--- config.mk ---
export PLATFORM = sky130hd
export DESIGN_NAME = uart_rxd_if
export DESIGN_NICKNAME = d
export VERILOG_FILES = /design/src/rtl/uart_rxd_pkg.sv /design/src/rtl/uart_byte_fifo.sv /design/src/rtl/uart_rxd_if.sv
export SDC_FILE = /design/constraint.sdc
export NUM_CORES = 1
export LEC_CHECK = 0
export CORE_ASPECT_RATIO = 1.2
export CORE_UTILIZATION = 55
export DETAILED_ROUTE_END_ITERATION = 6
export PLACE_DENSITY = 0.74
export SLEW_MARGIN = 20
export SYNTH_ARGS = -nofsm -noshare
export SYNTH_HDL_FRONTEND = slang
export SYNTH_SLANG_ARGS = --single-unit
--- constraint.sdc ---
create_clock -name i_clk -period 5.85 [get_ports i_clk]
set_clock_uncertainty 0.2 [all_clocks]
set_input_delay 1.17 -clock i_clk [delete_from_list [all_inputs] [get_ports i_clk]]
set_output_delay 1.17 -clock i_clk [all_outputs]
set_load 0.005 [all_outputs]
--- src/rtl/uart_rxd_pkg.sv ---
// Shared widths, packer state encoding and byte-count type for the UART receive interface.
package uart_rxd_pkg;

  localparam int BYTE_W = 8;
  localparam int WORD_W = 32;
  localparam int LANES  = 4;

  typedef enum logic {
    COLLECT = 1'b0,
    PENDING = 1'b1
  } state_e;

  typedef logic [2:0] byte_cnt_t;

endpackage

--- src/rtl/uart_byte_fifo.sv ---
// Synchronous byte FIFO; full/empty come from registered pointers with a wrap bit.
module uart_byte_fifo
  import uart_rxd_pkg::*;
#(
  parameter int DEPTH = 16
) (
  input  logic              i_clk,
  input  logic              i_rst,
  input  logic              i_wr,
  input  logic [BYTE_W-1:0] i_wdata,
  output logic              o_full,
  input  logic              i_rd,
  output logic [BYTE_W-1:0] o_rdata,
  output logic              o_empty
);

  localparam int AW = $clog2(DEPTH);

  logic [BYTE_W-1:0] mem_q [DEPTH];
  logic [AW:0]       wr_ptr_q, wr_ptr_d;
  logic [AW:0]       rd_ptr_q, rd_ptr_d;
  logic              do_wr, do_rd;

  assign o_full  = (wr_ptr_q[AW] != rd_ptr_q[AW]) && (wr_ptr_q[AW-1:0] == rd_ptr_q[AW-1:0]);
  assign o_empty = (wr_ptr_q == rd_ptr_q);
  assign do_wr   = i_wr && !o_full;
  assign do_rd   = i_rd && !o_empty;

  assign wr_ptr_d = do_wr ? wr_ptr_q + 1'b1 : wr_ptr_q;
  assign rd_ptr_d = do_rd ? rd_ptr_q + 1'b1 : rd_ptr_q;

  // Read is combinational so a byte written in one cycle can be popped the next.
  assign o_rdata = mem_q[rd_ptr_q[AW-1:0]];

  always_ff @(posedge i_clk) begin
    if (i_rst) begin
      wr_ptr_q <= '0;
      rd_ptr_q <= '0;
    end else begin
      wr_ptr_q <= wr_ptr_d;
      rd_ptr_q <= rd_ptr_d;
    end
  end

  always_ff @(posedge i_clk) begin
    if (do_wr) begin
      mem_q[wr_ptr_q[AW-1:0]] <= i_wdata;
    end
  end

endmodule

--- src/rtl/uart_rxd_if.sv ---
// Host-side UART receive path: byte FIFO, word packer with idle flush, output register, sticky overflow.
module uart_rxd_if
  import uart_rxd_pkg::*;
#(
  parameter int FIFO_DEPTH = 16,
  parameter int TIMEOUT    = 64
) (
  input  logic              i_clk,
  input  logic              i_rst,
  input  logic              i_rxd_fifo_wr,
  input  logic [BYTE_W-1:0] i_rxd_fifo_wdata,
  output logic              o_rxd_fifo_wfull,
  input  logic              i_rd,
  output logic [WORD_W-1:0] o_rdata,
  output logic              o_rvalid,
  output logic [2:0]        o_rbytes,
  output logic              o_overflow,
  input  logic              i_clr_ovf
);

  localparam int IW = (TIMEOUT > 1) ? $clog2(TIMEOUT) : 1;
  localparam logic [IW-1:0] IDLE_LAST = IW'((TIMEOUT > 0) ? TIMEOUT - 1 : 0);

  logic              fifo_full, fifo_empty, pop;
  logic [BYTE_W-1:0] fifo_rdata;

  state_e            state_q, state_d;
  byte_cnt_t         cnt_q, cnt_d;
  logic [WORD_W-1:0] asm_q, asm_d;
  logic [IW-1:0]     idle_q, idle_d;
  logic [WORD_W-1:0] rdata_q, rdata_d;
  logic [2:0]        rbytes_q, rbytes_d;
  logic              rvalid_q, rvalid_d;
  logic              ovf_q, ovf_d;

  uart_byte_fifo #(.DEPTH(FIFO_DEPTH)) u_fifo (
    .i_clk   (i_clk),
    .i_rst   (i_rst),
    .i_wr    (i_rxd_fifo_wr),
    .i_wdata (i_rxd_fifo_wdata),
    .o_full  (fifo_full),
    .i_rd    (pop),
    .o_rdata (fifo_rdata),
    .o_empty (fifo_empty)
  );

  always_comb begin
    state_d  = state_q;
    cnt_d    = cnt_q;
    asm_d    = asm_q;
    idle_d   = idle_q;
    rdata_d  = rdata_q;
    rbytes_d = rbytes_q;
    rvalid_d = rvalid_q;
    pop      = 1'b0;

    if (i_rd && rvalid_q) begin
      rvalid_d = 1'b0;
    end

    case (state_q)
      COLLECT: begin
        if (!fifo_empty) begin
          pop    = 1'b1;
          idle_d = '0;
          for (int l = 0; l < LANES; l++) begin
            if (cnt_q[1:0] == l[1:0]) begin
              asm_d[l*BYTE_W +: BYTE_W] = fifo_rdata;
            end
          end
          cnt_d = cnt_q + 3'd1;
          if (cnt_q == 3'd3) begin
            state_d = PENDING;
          end
        end else if (cnt_q == 3'd0 || TIMEOUT == 0) begin
          idle_d = '0;
        end else if (idle_q == IDLE_LAST) begin
          // Partial word flushed; lanes never written are still zero.
          state_d = PENDING;
          idle_d  = '0;
        end else begin
          idle_d = idle_q + 1'b1;
        end
      end
      PENDING: begin
        if (!rvalid_q || i_rd) begin
          rdata_d  = asm_q;
          rbytes_d = cnt_q;
          rvalid_d = 1'b1;
          asm_d    = '0;
          cnt_d    = '0;
          state_d  = COLLECT;
        end
      end
      default: state_d = COLLECT;
    endcase

    // A drop in the same cycle as a clear keeps the flag set.
    if (i_rxd_fifo_wr && fifo_full) begin
      ovf_d = 1'b1;
    end else if (i_clr_ovf) begin
      ovf_d = 1'b0;
    end else begin
      ovf_d = ovf_q;
    end
  end

  always_ff @(posedge i_clk) begin
    if (i_rst) begin
      state_q  <= COLLECT;
      cnt_q    <= '0;
      asm_q    <= '0;
      idle_q   <= '0;
      rdata_q  <= '0;
      rbytes_q <= '0;
      rvalid_q <= 1'b0;
      ovf_q    <= 1'b0;
    end else begin
      state_q  <= state_d;
      cnt_q    <= cnt_d;
      asm_q    <= asm_d;
      idle_q   <= idle_d;
      rdata_q  <= rdata_d;
      rbytes_q <= rbytes_d;
      rvalid_q <= rvalid_d;
      ovf_q    <= ovf_d;
    end
  end

  assign o_rxd_fifo_wfull = fifo_full;
  assign o_rdata          = rdata_q;
  assign o_rvalid         = rvalid_q;
  assign o_rbytes         = rbytes_q;
  assign o_overflow       = ovf_q;

endmodule

==> summary by stage, run 1 <==
Cells and area
Cells with a size suffix above 1 make up 7.62% of the layout. The number of antenna cells inserted is 0. The final-stage net count is 756. The area added between synthesis and finish is 15.1%.

Timing
Setup slack on the critical path of the routed design comes to 2.21 ns. The sum of negative setup slack is 0 ns. Dividing the final minimum period by the clock period gives 62.2%. The worst pin sits at a relative slew slack of 26.2%. Setup repair after global routing left no endpoint under its margin. The clock period could shrink to 3.64 ns.

Static timing analysis puts the maximum clock frequency at 0.275 GHz. The worst hold margin is 0.252 ns. The number of hold violations in the final report is 0. The number of slew-limit violations in the final report was 0. For the pin with the worst max-slew slack, the measured transition is 1.11 ns. Setup violations remaining at the end of the flow were counted as 0.

Synth
Counting flops and latches in the post-synthesis netlist gives 221. The portion of synthesized area spent on multiplexers is 8.10%. Counting instances in the post-synthesis netlist gives the leading cell types as 128 x edfxtp_1, 98 x nand2_1, 93 x dfxtp_1. The count of flip-flops with a built-in enable after synthesis is 128. After synthesis, the cell types taking the most area are edfxtp_1 44%, dfxtp_1 21%, mux2i_1 7.7%, nand2_1 4.2%, a21oi_1 3.2%. The cell count after synthesis came out at 696.

The simple-gate share of the synthesized area is 9.35%. The part of the Yosys area used for sequential elements is 65.6%. After synthesis, the largest family of logic cells by area is compound AO/OA/AOI/OAI gates. The adder-cell share of the synthesized area is 1.58%.

The most common cell in the synthesized netlist is edfxtp_1. A synthesized cell averages 12.5 um^2. The post-synthesis async set-or-reset flop share is 0%. The library cell with the largest summed area after synthesis is edfxtp_1.

The cell area after technology mapping is 0.00870 mm^2. The top flip-flop cell by instance count after synthesis is edfxtp_1. The area fraction of the dominant cell type after synthesis is 44.2%. The number of nets in the synthesized netlist is 720. The post-synthesis cell type count is 42. The synthesized-area fraction occupied by ao, oa, aoi and oai cells is 11.2%. Of the total synthesized cell area, the portion taken by XOR and XNOR cells is 1.48%. The Yosys warning count is 0.

GRT
The first global-routing pass estimated 27800 um of wire. The number of antenna violations at the first check in global routing is 0. The aggregate global routing overflow is 0. The number of global-route vias before repair is 5356. Entering global routing, the biggest net connects 65 pins.

Across every metal layer, demand over resource in global routing totals 22.3%.

Routing
The number of design rule violations left after detail routing is 0. The post-detailed-route wirelength per cell is 18.1 um. The number of routed nets with antenna violations is 0. The final route contains 5451 vias. In the routed layout, each cell is associated on average with a via count of 5.70. The first detailed-routing pass took 5 iterations. The starting DRC count in detailed routing is 502. The final wirelength is 17300 um.

Power
Power comes to 4.13 mW. The total leakage power is 3.25 nW. For this design the ratio of total power to cell area is 413 mW/mm^2. VDD sags by at most 290 uV.

Critical path
STA classifies the critical path startpoint as a register. The kind of capture point of the worst setup path is an output pin. The arrival time at the worst endpoint is 2.27 ns. The setup path with the least slack is of type register to output pin. The maximum fanout along the worst path is 11. The critical path required time is 4.48 ns. The critical path starts at u_fifo.wr_ptr_q[2]$_SDFFE_PP0P_. The worst register-to-register path begins at u_fifo.wr_ptr_q[2]$_SDFFE_PP0P_.

Clocking
The number of setup buffers added after CTS is 0. TritonCTS built the clock tree. The tree is rooted in a clkbuf_16.

The clock passes through at most 3 buffers. CTS built an H-tree with a depth of 1. Gates resized during post-CTS repair numbered 0.

The number of buffers added to fix hold violations after cts is 0. After clock tree synthesis, the clock-pin slew on the worst setup and hold paths is 0.06 ns. The clock sink total is 221. Clock latency on the worst-skew pair, taken at its later pin, is 0.51 ns. TritonCTS created 22 clock buffers.

Die
The core region is 0.0155 mm^2. During I/O placement, the number of pins put on the boundary was 51. The initial standard-cell utilization of the core is 56.1%. The die covers 0.0163 mm^2. Measured along the y axis, the die boundary spans 140 um. The die is 117 um wide. The count of standard-cell rows is 50.

Hold path
The launch instance of the worst min-delay path is asm_q[24]$_SDFFE_PP0P_. The type of the tightest min-delay check is register to register.

Placement
Detailed placement ended at an HPWL of 11500 um. Routability-driven placement finished with a final weighted congestion of 0.867. Prior to clock tree synthesis, the placed netlist has a worst setup slack of 2.00 ns.

Input and output buffers added on the ports amount to 50.

Outcome
The run finished with clean final reports.

Flow run
Across the run, the number of max-cap violations was 0.
-- through the flow --
stage	std cells	util, %	area [um^2]
after global routing	956	64.5	10000
after floorplan	696	-	8700
after global placement	916	59.7	9270
after CTS	956	64.5	10000
after detailed placement	916	59.7	9270
final	956	64.5	10000
-- cell usage in the layout (no fill, tap or decap), drive strengths merged, types with 7 or more instances in the layout --
cell type,instances
a211oi,26
a21oi,60
a22o,12
a22oi,16
a31oi,8
clkbuf,26
clkdlybuf4s50,49
clkinv,7
dfxtp,93
edfxtp,128
ha,11
inv,7
mux2i,67
nand2,98
nor2,59
nor3,11
o2bb2ai,8
xnor2,11
-- layout make-up --
class,instances,area [um^2]
Timing Repair Buffer,52,510
Multi-Input combinational cell,428,2770
Tap cell,208,260
Clock buffer,26,566
Clock inverter,14,169
Sequential cell,221,5710
Fill cell,1179,5500
Inverter,7,26.3
-- worst max-delay path: stages, from the launching register on --
cell             delay [ns]
dfxtp_1                0.57
xnor2_1                0.19
nand4_1                0.24
nor2_1                 0.23
clkdlybuf4s50_1        0.54
-- final timing paths --
kind / end / slack [ns] / cells past startpoint
max: o_rxd_fifo_wfull / 2.21 / 4
min: o_rdata[24]$_SDFFE_PP0P_ / 0.25 / 2
max reg2reg: u_fifo.mem_q[1][4]$_DFFE_PP_ / 2.54 / 5
min reg2reg: o_rdata[24]$_SDFFE_PP0P_ / 0.25 / 2
-- flip-flops by register name, indices dropped and copies added (netlist names), named ones only --
name	cells
asm_q	32
u_fifo.mem_q	128
o_overflow	1
o_rbytes	3
u_fifo.rd_ptr_q	5
cnt_q	3
u_fifo.wr_ptr_q	5
state_q	1
o_rdata	32
idle_q	6
o_rvalid	1
-- where the power goes --
part	internal [mW]	switching, mW
combinational	0.335	0.489
clock	0.832	0.575
sequential	1.75	0.152
total	2.92	1.22
-- routing by layer --
metal	GRT usage, %	vias up	wire (um)
met5	0	-	0
met4	8.79	0	569
met3	2.92	40	664
met2	37.7	145	8840
met1	28.8	2675	7230
li1	-	2591	-
-- cell families (layout without fill, tap and decap cells) --
group,Yosys count,count (layout)
AO/OA/AOI/OAI,140,140
AND/OR/NAND/NOR,194,194
XOR/XNOR,13,13
multiplexers,70,70
flip-flops,221,221
buffers and inverters,47,99
adder cells (fa/ha/maj),11,11
(Power assumes the default switching activity.)
==> inputs of run 2 (changes only) <==
- CORE_UTILIZATION: 55 -> 53
- PLACE_DENSITY: 0.74 -> 0.75
- clock period: 5.85 -> 3.1 ns (I/O delays scaled with it)
==> run 2 against run 1 <==
  * Flip-flop and latch count stayed put
  * Sequential power up 83%
  * Register-to-register slack worse by 2.1 ns
  * Die area increased by 3.7%
  * Critical endpoint unchanged
  * Highest routed layer unchanged
  * Count of clock-buffer cells in the layout rose by 7
==> summary by stage, run 2 (same netlist as run 1, synthesis figures left out) <==
GRT
Summed over all layers, the global routing overflow is 0. Entering global routing, the biggest net connects 53 pins. Global routing used 22.5% of the available tracks. The number of antenna violations at the first check in global routing is 0. The number of global-route vias before repair is 5576.

The first-pass GRT wire length is 29500 um.

Timing
For the pin with the worst max-slew slack, the measured transition is 0.838 ns. Of the available clock period, the critical path in the final layout requires 94.5%. Adding up every negative setup slack in the final design gives 0 ns. Setup repair after global routing left no endpoint under its margin. Hold timing on the final database bottoms out at a slack of 0.249 ns. The number of hold violations in the final report is 0.

The number of slew-limit violations in the final report is 0. Subtracting the final worst setup slack from the clock period gives 2.93 ns. The total of endpoints with negative setup slack in the final report is 0. The worst slew margin relative to its limit is 43.9%. The maximum clock frequency is 0.341 GHz.

Clocking
TritonCTS built the clock tree. The CTS buffer count is 22. In this run the deepest clock path goes through 3 buffers. Clock tree synthesis found a total of 221 sinks.

The level count of the clock H-tree is 1. For the worst-skew pair, the clock arrives at the later sink with an insertion delay of 0.51 ns. The clock-pin slew on the worst setup and hold paths is 0.06 ns. The post-CTS setup buffer count is 0. In this run, post-CTS hold repair placed 0 buffers. The count of instances resized after the clock tree is built is 0.

The cell sitting at the root of the clock tree is a clkbuf_16.

Outcome
The run finished with clean final reports.

Power
Power spread over the standard cell area amounts to 763 mW/mm^2. The clock network accounts for 32.8% of the total power. The total leakage power is 3.39 nW.

Net switching is 29.5% of the power. The share of power burned in registers is 44.7%. The internal power contribution is 5.48 mW. The net switching power is 2.29 mW. Of the total power, combinational logic draws 22.5%. The maximum VDD drop is 449 uV.

Critical path
The arrival time at the worst endpoint is 2.11 ns. The startpoint class of the critical path is a register. The signal on the critical path passes through xnor2_1 > nand4_1 > nor2_1 > clkdlybuf4s50_1. The cell family with the largest share of critical-path delay is buffers and inverters. The kind of capture point of the worst setup path is an output pin. The largest individual stage delay along the critical path comes from the cell clkdlybuf4s50_1.

On the worst path, the slowest cell contributes a delay of 0.53 ns. Together, buffers and inverters on the worst path number 1. Data on the critical path is required at its endpoint by 2.28 ns.

The critical path is of the register to output pin type. The maximum fanout along the worst path is 6.

Cells and area
The layout has 1190 filler cells. Of the cells placed in the final design, the portion with a size suffix greater than 1 is 10.1%. The register with the most flip-flops in the layout has 128 of them. The top cell types in the final layout, fill and taps aside, are 128 x edfxtp_1, 98 x nand2_1, 92 x dfxtp_1. The area added between synthesis and finish is 17.1%. The most common cell after layout, fill and taps aside is edfxtp_1.

With fillers left out, the area of the finished cells amounts to 0.0102 mm^2. The final-stage net count is 782. The number of antenna cells inserted is 0.

Routing
The average vias per placed instance is 5.68. The number of detailed-route iterations in the first pass is 5. The number of routed nets with antenna violations is 0. For this run, design rule violations remaining after detail routing come to 0.

Across all layers, the routed design uses 5581 vias. The final wirelength is 18600 um. The starting DRC count in detailed routing is 431. The post-detailed-route wirelength per cell is 18.9 um.

Die
The core region is 0.0158 mm^2. From bottom edge to top edge, the die measures 142 um. For this configuration, the core starts out at a cell density of 54.9%. The floorplan step set the die width to 119 um. The die footprint is 0.0169 mm^2. The number of I/O pins is 51.

The floorplan has 50 rows.

Placement
The final weighted congestion in routability-driven placement is 0.801. The HPWL after detailed placement is 12400 um. The number of buffer cells added on primary ports is 50. Once placement finished, the instance area stood at 0.00949 mm^2.

Flow run
The max-cap violation count is 0.

Hold path
The type of the tightest min-delay check is register to register.
run 2: changes by cell type in the layout (fill, tap and decap cells not counted), sizes merged:
cell and change:
clkbuf +7, bufinv -2, buf +26, clkinvlp -2
clkinv -3
run 2: area by class of cell:
| class | instances | area (um^2) | share of cell area (%) |
|---|---|---|---|
| inverters | 7 | 26.3 | 0.258 |
| multi-input cells | 428 | 2760 | 27.1 |
| flip-flops and latches | 221 | 5710 | 56.1 |
| clock buffers | 33 | 636 | 6.24 |
| clock inverters | 7 | 61.3 | 0.602 |
| repair buffers | 78 | 731 | 7.18 |
| well taps | 208 | 260 | 2.56 |
run 2: final timing paths:
path	start	to	slack (ns)	depth (start not counted)
max	u_fifo.wr_ptr_q[0]$_SDFFE_PP0P_	o_rxd_fifo_wfull	0.17	4
min	asm_q[24]$_SDFFE_PP0P_	o_rdata[24]$_SDFFE_PP0P_	0.25	2
max reg2reg	u_fifo.wr_ptr_q[0]$_SDFFE_PP0P_	u_fifo.mem_q[0][4]$_DFFE_PP_	0.47	6
min reg2reg	asm_q[24]$_SDFFE_PP0P_	o_rdata[24]$_SDFFE_PP0P_	0.25	2
run 2: routing by layer:
metal  part of all wire [%]  vias up  global-route usage, %  wire (um)
met5                      0        -                      0          0
met4                    3.1        0                   8.33        581
met3                    4.9       40                   3.53        905
met2                     51      160                   40.8       9520
met1                     41     2728                   27.0       7570
li1                       -     2653                      -          -
run 2: power groups by stage:
stage,Combinational [mW],Clock (mW),Sequential [mW]
global route,1.89,2.71,3.50
CTS,1.75,2.59,3.47
global placement,1.68,0,3.52
finish,1.75,2.55,3.47
detailed placement,1.73,0,3.53
floorplan,1.36,0,3.45
run 2: worst register-to-register path, delay by kind of cell (launching register included):
kind,cells,cell delay (ns)
DFF,1,0.45
buffers and inverters,1,0.21
and+or+nand+nor,3,0.82
AOI/OAI and AO/OA,1,0.53
xor gates and xnor gates,1,0.13
run 2: metrics by stage:
stage | power (mW) | setup slack [ns] | util (%) | std cells
after floorplan | 4.81 | 0.522 | - | 696
after detailed placement | 5.26 | 0.252 | 59.9 | 942
after CTS | 7.81 | 0.167 | 64.3 | 982
after global routing | 8.10 | 0.00684 | 64.3 | 982
final | 7.77 | 0.171 | 64.3 | 982
after global placement | 5.20 | 0.301 | 59.9 | 942
==> inputs of run 3 (changes only) <==
- SKIP_LAST_GASP: unset -> 1
==> results of run 3 <==
No change in the layout: final DEF, timing and power equal those of run 2.
